### src/rtl/lcd_pkg.sv
// Shared constants for the SPI LCD pixel path: panel geometry, RGB565 colours
// and the test-pattern encoding.
package lcd_pkg;

  localparam int LCD_H = 240;
  localparam int LCD_V = 135;
  localparam int CNT_W = 8;

  localparam logic [15:0] COL_WHITE   = 16'hFFFF;
  localparam logic [15:0] COL_YELLOW  = 16'hFFE0;
  localparam logic [15:0] COL_CYAN    = 16'h07FF;
  localparam logic [15:0] COL_GREEN   = 16'h07E0;
  localparam logic [15:0] COL_MAGENTA = 16'hF81F;
  localparam logic [15:0] COL_RED     = 16'hF800;
  localparam logic [15:0] COL_BLUE    = 16'h001F;
  localparam logic [15:0] COL_BLACK   = 16'h0000;

  typedef enum logic [1:0] {
    PAT_BARS  = 2'd0,
    PAT_GRAD  = 2'd1,
    PAT_CHECK = 2'd2,
    PAT_SOLID = 2'd3
  } pat_e;

  function automatic logic [15:0] bar_color(input logic [2:0] idx);
    logic [15:0] c;
    case (idx)
      3'd0:    c = COL_WHITE;
      3'd1:    c = COL_YELLOW;
      3'd2:    c = COL_CYAN;
      3'd3:    c = COL_GREEN;
      3'd4:    c = COL_MAGENTA;
      3'd5:    c = COL_RED;
      3'd6:    c = COL_BLUE;
      default: c = COL_BLACK;
    endcase
    return c;
  endfunction

endpackage

### src/rtl/lcd_raster_cnt.sv
// Raster position of the next pixel to emit: x/y plus a bar-width counter so bar
// index needs no divider. Updates one cycle after clear/advance; no backpressure of its own.
module lcd_raster_cnt
  import lcd_pkg::*;
#(
  parameter int H_ACTIVE = LCD_H,
  parameter int V_ACTIVE = LCD_V
) (
  input  logic             clk,
  input  logic             resetn,
  input  logic             clear,
  input  logic             advance,
  output logic [CNT_W-1:0] x,
  output logic [CNT_W-1:0] y,
  output logic [2:0]       bar,
  output logic             sof,
  output logic             eol,
  output logic             eof
);

  localparam int               BAR_W    = H_ACTIVE / 8;
  localparam logic [CNT_W-1:0] X_LAST   = CNT_W'(H_ACTIVE - 1);
  localparam logic [CNT_W-1:0] Y_LAST   = CNT_W'(V_ACTIVE - 1);
  localparam logic [CNT_W-1:0] BAR_LAST = CNT_W'(BAR_W - 1);

  logic [CNT_W-1:0] x_q, x_d, y_q, y_d, bw_q, bw_d;
  logic [2:0]       bar_q, bar_d;

  assign x   = x_q;
  assign y   = y_q;
  assign bar = bar_q;
  assign sof = (x_q == '0) && (y_q == '0);
  assign eol = (x_q == X_LAST);
  assign eof = eol && (y_q == Y_LAST);

  always_comb begin
    x_d   = x_q;
    y_d   = y_q;
    bw_d  = bw_q;
    bar_d = bar_q;
    if (clear) begin
      x_d   = '0;
      y_d   = '0;
      bw_d  = '0;
      bar_d = '0;
    end else if (advance) begin
      if (eol) begin
        x_d   = '0;
        bw_d  = '0;
        bar_d = '0;
        y_d   = (y_q == Y_LAST) ? '0 : y_q + CNT_W'(1);
      end else begin
        x_d = x_q + CNT_W'(1);
        // H_ACTIVE is a multiple of 8, so the last bar ends exactly on eol
        if (bw_q == BAR_LAST) begin
          bw_d  = '0;
          bar_d = bar_q + 3'd1;
        end else begin
          bw_d = bw_q + CNT_W'(1);
        end
      end
    end
  end

  always_ff @(posedge clk or negedge resetn) begin
    if (!resetn) begin
      x_q   <= '0;
      y_q   <= '0;
      bw_q  <= '0;
      bar_q <= '0;
    end else begin
      x_q   <= x_d;
      y_q   <= y_d;
      bw_q  <= bw_d;
      bar_q <= bar_d;
    end
  end

endmodule

### src/rtl/lcd_pattern_gen.sv
// Raster-order RGB565 test-pattern source, one frame per start; first px_valid 2 clk after start.
// Output registers hold while px_valid && !px_ready; no bubbles while px_ready stays high.
module lcd_pattern_gen
  import lcd_pkg::*;
#(
  parameter int          H_ACTIVE    = LCD_H,
  parameter int          V_ACTIVE    = LCD_V,
  parameter int          CHECK_SHIFT = 3,
  parameter logic [15:0] SOLID_COLOR = 16'hF800
) (
  input  logic        clk,
  input  logic        resetn,
  input  logic        start,
  input  logic [1:0]  pattern,
  output logic        busy,
  output logic        frame_done,
  output logic [7:0]  frame_cnt,
  output logic        px_valid,
  input  logic        px_ready,
  output logic [15:0] px_data,
  output logic        px_sof,
  output logic        px_eol,
  output logic        px_eof
);

  localparam logic [1:0] ST_IDLE = 2'd0;
  localparam logic [1:0] ST_LOAD = 2'd1;
  localparam logic [1:0] ST_RUN  = 2'd2;

  logic [1:0]  state_q, state_d;
  pat_e        pat_q, pat_d;
  logic [4:0]  fc_q, fc_d;
  logic        busy_q, busy_d, done_q, done_d, vld_q, vld_d;
  logic        sof_q, sof_d, eol_q, eol_d, eof_q, eof_d;
  logic [7:0]  frame_cnt_q, frame_cnt_d;
  logic [15:0] data_q, data_d, pix;
  logic        load, cnt_clear, cnt_adv;

  logic [CNT_W-1:0] cx, cy, tile;
  logic [2:0]       cbar;
  logic             c_sof, c_eol, c_eof;
  logic             unused_tile;

  lcd_raster_cnt #(
    .H_ACTIVE(H_ACTIVE),
    .V_ACTIVE(V_ACTIVE)
  ) u_raster (
    .clk    (clk),
    .resetn (resetn),
    .clear  (cnt_clear),
    .advance(cnt_adv),
    .x      (cx),
    .y      (cy),
    .bar    (cbar),
    .sof    (c_sof),
    .eol    (c_eol),
    .eof    (c_eof)
  );

  // Only bit 0 of the tile index matters; the frame count flips the phase per frame
  assign tile        = (cx >> CHECK_SHIFT) ^ (cy >> CHECK_SHIFT) ^ CNT_W'(fc_q);
  assign unused_tile = ^tile[CNT_W-1:1];

  always_comb begin
    case (pat_q)
      PAT_BARS:  pix = bar_color(cbar);
      PAT_GRAD:  pix = {cx[7:3], cy[7:2], fc_q};
      PAT_CHECK: pix = tile[0] ? COL_WHITE : COL_BLACK;
      default:   pix = SOLID_COLOR;
    endcase
  end

  always_comb begin
    state_d     = state_q;
    pat_d       = pat_q;
    fc_d        = fc_q;
    busy_d      = busy_q;
    done_d      = 1'b0;
    vld_d       = vld_q;
    frame_cnt_d = frame_cnt_q;
    data_d      = data_q;
    sof_d       = sof_q;
    eol_d       = eol_q;
    eof_d       = eof_q;
    load        = 1'b0;
    cnt_clear   = 1'b0;
    cnt_adv     = 1'b0;
    case (state_q)
      ST_IDLE: begin
        if (start) begin
          pat_d     = pat_e'(pattern);
          fc_d      = frame_cnt_q[4:0];
          busy_d    = 1'b1;
          cnt_clear = 1'b1;
          state_d   = ST_LOAD;
        end
      end
      ST_LOAD: begin
        load    = 1'b1;
        cnt_adv = 1'b1;
        vld_d   = 1'b1;
        state_d = ST_RUN;
      end
      ST_RUN: begin
        if (px_ready) begin
          if (eof_q) begin
            vld_d       = 1'b0;
            busy_d      = 1'b0;
            done_d      = 1'b1;
            frame_cnt_d = frame_cnt_q + 8'd1;
            state_d     = ST_IDLE;
          end else begin
            load    = 1'b1;
            cnt_adv = 1'b1;
          end
        end
      end
      default: state_d = ST_IDLE;
    endcase
    // The raster counter runs one pixel ahead of the output registers
    if (load) begin
      data_d = pix;
      sof_d  = c_sof;
      eol_d  = c_eol;
      eof_d  = c_eof;
    end
  end

  always_ff @(posedge clk or negedge resetn) begin
    if (!resetn) begin
      state_q     <= ST_IDLE;
      pat_q       <= PAT_BARS;
      fc_q        <= '0;
      busy_q      <= 1'b0;
      done_q      <= 1'b0;
      vld_q       <= 1'b0;
      frame_cnt_q <= '0;
      data_q      <= '0;
      sof_q       <= 1'b0;
      eol_q       <= 1'b0;
      eof_q       <= 1'b0;
    end else begin
      state_q     <= state_d;
      pat_q       <= pat_d;
      fc_q        <= fc_d;
      busy_q      <= busy_d;
      done_q      <= done_d;
      vld_q       <= vld_d;
      frame_cnt_q <= frame_cnt_d;
      data_q      <= data_d;
      sof_q       <= sof_d;
      eol_q       <= eol_d;
      eof_q       <= eof_d;
    end
  end

  assign busy       = busy_q;
  assign frame_done = done_q;
  assign frame_cnt  = frame_cnt_q;
  assign px_valid   = vld_q;
  assign px_data    = data_q;
  assign px_sof     = sof_q;
  assign px_eol     = eol_q;
  assign px_eof     = eof_q;

endmodule

### config.mk
export PLATFORM = sky130hd
export DESIGN_NAME = lcd_pattern_gen
export DESIGN_NICKNAME = d
export VERILOG_FILES = /design/src/rtl/lcd_pkg.sv /design/src/rtl/lcd_raster_cnt.sv /design/src/rtl/lcd_pattern_gen.sv
export SDC_FILE = /design/constraint.sdc
export NUM_CORES = 1
export LEC_CHECK = 0
export BUFFER_PORTS_ARGS = -buffer_cell sky130_fd_sc_hd__clkbuf_2
export CAP_MARGIN = 20
export CORE_MARGIN = 5
export CORE_UTILIZATION = 61
export CTS_BUF_LIST = sky130_fd_sc_hd__clkbuf_4
export CTS_CLUSTER_SIZE = 40
export DETAILED_ROUTE_END_ITERATION = 8
export GPL_ROUTABILITY_DRIVEN = 0
export PLACE_DENSITY = 0.82
export SLEW_MARGIN = 20
export SYNTH_ARGS = -nofsm -noshare
export SYNTH_HDL_FRONTEND = slang
export SYNTH_SLANG_ARGS = --single-unit
### constraint.sdc
create_clock -name clk -period 2.1 [get_ports clk]
set_input_delay 0.21 -clock clk [delete_from_list [all_inputs] [get_ports clk]]
set_output_delay 0.21 -clock clk [all_outputs]
set_load 0.05 [all_outputs]
==> results.txt <==
- For this design, the slowest cell found on the critical path is or4_1.
* List of most frequent post-synthesis cells: dfrtp_1, nand2_1, a21oi_1
- The layout has 433 filler cells.
- The die covers 0.00719 mm2.
- Die Y-Extent: 84.8 um
- The synthesized design contains 66 register bits.
- The finished layout holds 480 standard cells, fillers aside.
- Reg2reg end: u_raster.y[5]
- The critical path is of the flip-flop to flip-flop type.
- Part of the cycle the worst path needs: 91.9%
- Summed over all layers, the global routing overflow is 0.
- After floorplanning, the core was sized to cover 0.00547 mm2.
* Vias in the first global route: ~2800
- Total power divided by cell area: 1180 mW/mm2
- The final number of max-transition violations was 0.
- Before antenna repair, the detailed router went through 4 iterations.
- In the routed design, unresolved DRC markers number 0.
* Most instantiated library cell after synthesis: dfrtp_1
- In the synthesized netlist the dominant register cell turns out to be dfrtp_1.
- Together, buffers and inverters on the worst path number 2.
* Maximum number of pins on one net before global-route repair: 31
- Counting cells, the worst reg-to-reg path comes to 7.
- On the final layout, the worst clock skew is 12.8 ps.
* Reg2reg start: state_q[0]
- Routed length on met3: 365 um
- Number of failing setup endpoints in the final timing report: 0
* Post-CTS Setup Bufs: 0
- The tightest hold path in the finished design has a slack of 206 ps.
- Signal routing reaches up to met4.
- Number of gates on the worst path with buffers counted: 7
- Share of the synthesized area in the top cell type: roughly 48%
- Width of the chip: 84.8 um
- Maximum frequency from static timing analysis: just over 0.5 GHz
* IR Drop Worst-Case VDD: 0.747 mV
- Overall fraction of global-route tracks in use: 22.5%
- The post-route netlist has 18.9% of its cells at a drive strength greater than 1.
- Worst-skew pair later-pin latency: 420 ps
- Across all register-to-register paths, the minimum setup slack is 170 ps.
- Cells traversed along the worst timing path: inv_2 -> ha_2 -> and3b_2 -> buf_6 -> o211ai_4 -> or4_1 -> a21oi_1
- After detailed routing, the number of vias per cell comes to 5.88.
* Number of unique standard cell types used by synthesis: 53
* Hold crit path type: input pin to async pin
* Slew at the pin with the worst max-slew slack: 685 ps
- Post-synth EDFFs: 0
- Placement Rows: 27
* Number of antenna violations at the first check in global routing: 0
- After clock tree synthesis, the clock-pin slew on the worst setup and hold paths is roughly 110 ps.
- RSZ-0062 raised after global routing: false
* Launch point of the worst path: state_q[0]
* Met1 Routed Length: 3090 um
- CP startpoint kind: flip-flop
- Synthesis produced 357 cells.
* Half-perimeter wire length after placement: approximately 5300 um
- The first global-routing pass estimated 13000 um of wire.
* # H-tree levels: 3
- In the post-synthesis netlist, the biggest area contributors are dfrtp_1, nand2_1, ha_1.
* Top cell type by total area after synthesis: dfrtp_1
* Proportion of synthesized flip-flops having asynchronous set or reset: 100%
- Number of top-level design ports: 36
* Met2 WL post-DR: 3870 um
- Initial detailed-routing violation count: 170
* Final #Nets: 425
- The count of buffers added on input and output ports is 35.
* Worst slew margin: 54.3%
- The worst setup path is captured at a flip-flop.
- Leakage power: 1.83 nW
- Post-synthesis sequential area ratio: 48.4%
- Dividing the detail-routed wire length by the instance count gives 15.5 um.
- Clock tree from TritonCTS: built
* Final routed wirelength across all metal layers: 7450 um
- The routed design could run at a clock period as short as ~1900 ps.
- Capturing instance or port of the critical path: u_raster.y[5]
- Via count: around 2800
* Worst Path Required: 2440 ps
- Along the worst path, the maximum fanout reaches 10.
- Number of nets with antenna violations after routing: 0
* Number of warning messages in the yosys log: 0
* Average cell area after synthesis: 9.56 um2
- After detailed placement, the design holds a cell count of 460.
- Count of max-cap constraint violations: 0
- The run finished with clean final reports.
* Number of buffers created by CTS: 9
* Sinks on the clock net: 66
* Area Growth Syn to Fin: 15.0%
* Final hold violation count: 0
* Clock Path Buffers: 2
- Clk root buf: clkbuf_4
- Mapped cell area: 0.00341 mm2
- Initial Utilization: between 60% and 70%
- STA puts the critical path data arrival time at 2270 ps.
* Post-synth net total: 380
- Slowest stage delay, CP: 480 ps
* Family with the most delay on the worst path: simple AND/OR/NAND/NOR gates
[cell type report]
type                       count  area (um2)  share of cell area [%]
multi-input combinational    258        1640                    41.8
clock inverter                 7        92.6                    2.36
inverter                      16        60.1                    1.53
timing repair buffer          51         319                    8.13
sequential                    66        1650                    42.1
antenna                        1        2.50                  0.0637
tap                           72        90.1                    2.29
clock buffer                   9        67.6                    1.72
[placed cells by master, fill, tap and decap left out, types with 3 or more instances in the layout]
cell type	n
clkbuf_2	35
and3_1	6
or4_1	3
clkbuf_4	9
nor2_1	14
nand3_1	21
a21oi_1	23
nand2_1	62
xor2_1	5
dfrtp_1	66
a22o_1	6
nand3b_1	3
nand4_1	3
o21ai_1	4
o21ai_0	18
nor4_1	4
inv_1	15
or3_1	8
o2111ai_1	3
ha_1	16
o22ai_1	5
o211ai_1	5
xnor2_1	7
nor3_1	3
a211oi_1	6
dlygate4sd3_1	3
buf_4	11
[worst min-delay path by stage]
stage / start / end / slack [ps] / depth (start not counted)
after CTS: start / busy / 190 / 3
after detailed placement: resetn / px_data[2] / 120 / 1
after global placement: resetn / px_data[2] / 120 / 1
after global routing: start / busy / 210 / 3
after floorplan: resetn / busy / -90 / 0
final: resetn / px_data[9] / 210 / 2
[stage by stage]
stage	setup WS, ps	power (W)	utilization, %	TNS (ps)	instance area, um2
detailed placement	-33.6	0.00366	67.7	-33.6	3700
CTS	23.0	0.00463	71.3	0	3900
floorplan	234	0.00310	-	0	3410
finish	169	0.00463	71.7	0	3930
global placement	130	0.00359	67.7	0	3700
global route	40.1	0.00493	71.7	0	3920
[sequential cells by signal, indices dropped and copies added, names as in the netlist, 2 cells and up]
signal	count
fc_q	5
frame_cnt	8
pat_q	2
px_data	16
state_q	2
u_raster.bar	3
u_raster.bw_q	8
u_raster.x	8
u_raster.y	8
[where the power goes]
| part | internal (W) | total [W] | leakage [nW] | switching [W] |
|---|---|---|---|---|
| Combinational | 0.000609 | 0.00204 | 0.875 | 0.00143 |
| Clock | 0.000480 | 0.000955 | 0.0800 | 0.000475 |
| Sequential | 0.00150 | 0.00164 | 0.874 | 0.000146 |
[cells by family (layout without fill, tap and decap cells)]
kind of cell               after synthesis  in the layout  synth area share [%]
and+or+nand+nor                        142            142                  20.7
muxes                                    3              3                 0.916
AOI/OAI and AO/OA                       83             83                  15.8
buffers and inverters                   33             83                  4.22
other                                    0              1                     0
xor gates and xnor gates                13             13                  3.78
adders and majority gates               17             17                  6.23
DFF                                     66             66                  48.4
[metal layers]
metal | up-vias | track usage (%)
met5 | - | 0
met3 | 13 | 5.30
met2 | 69 | 38.0
met1 | 1381 | 27.8
met4 | 0 | 8.92
li1 | 1359 | -
[repair_timing]
action                                  in CTS  in global routing
gates cloned                                 0                  0
endpoints found under the hold margin       43                  0
endpoints found under the setup margin       2                 23
hold buffers                                 3                  0
gates resized for setup                      1                  8
Power figures use the tool's default switching activity.
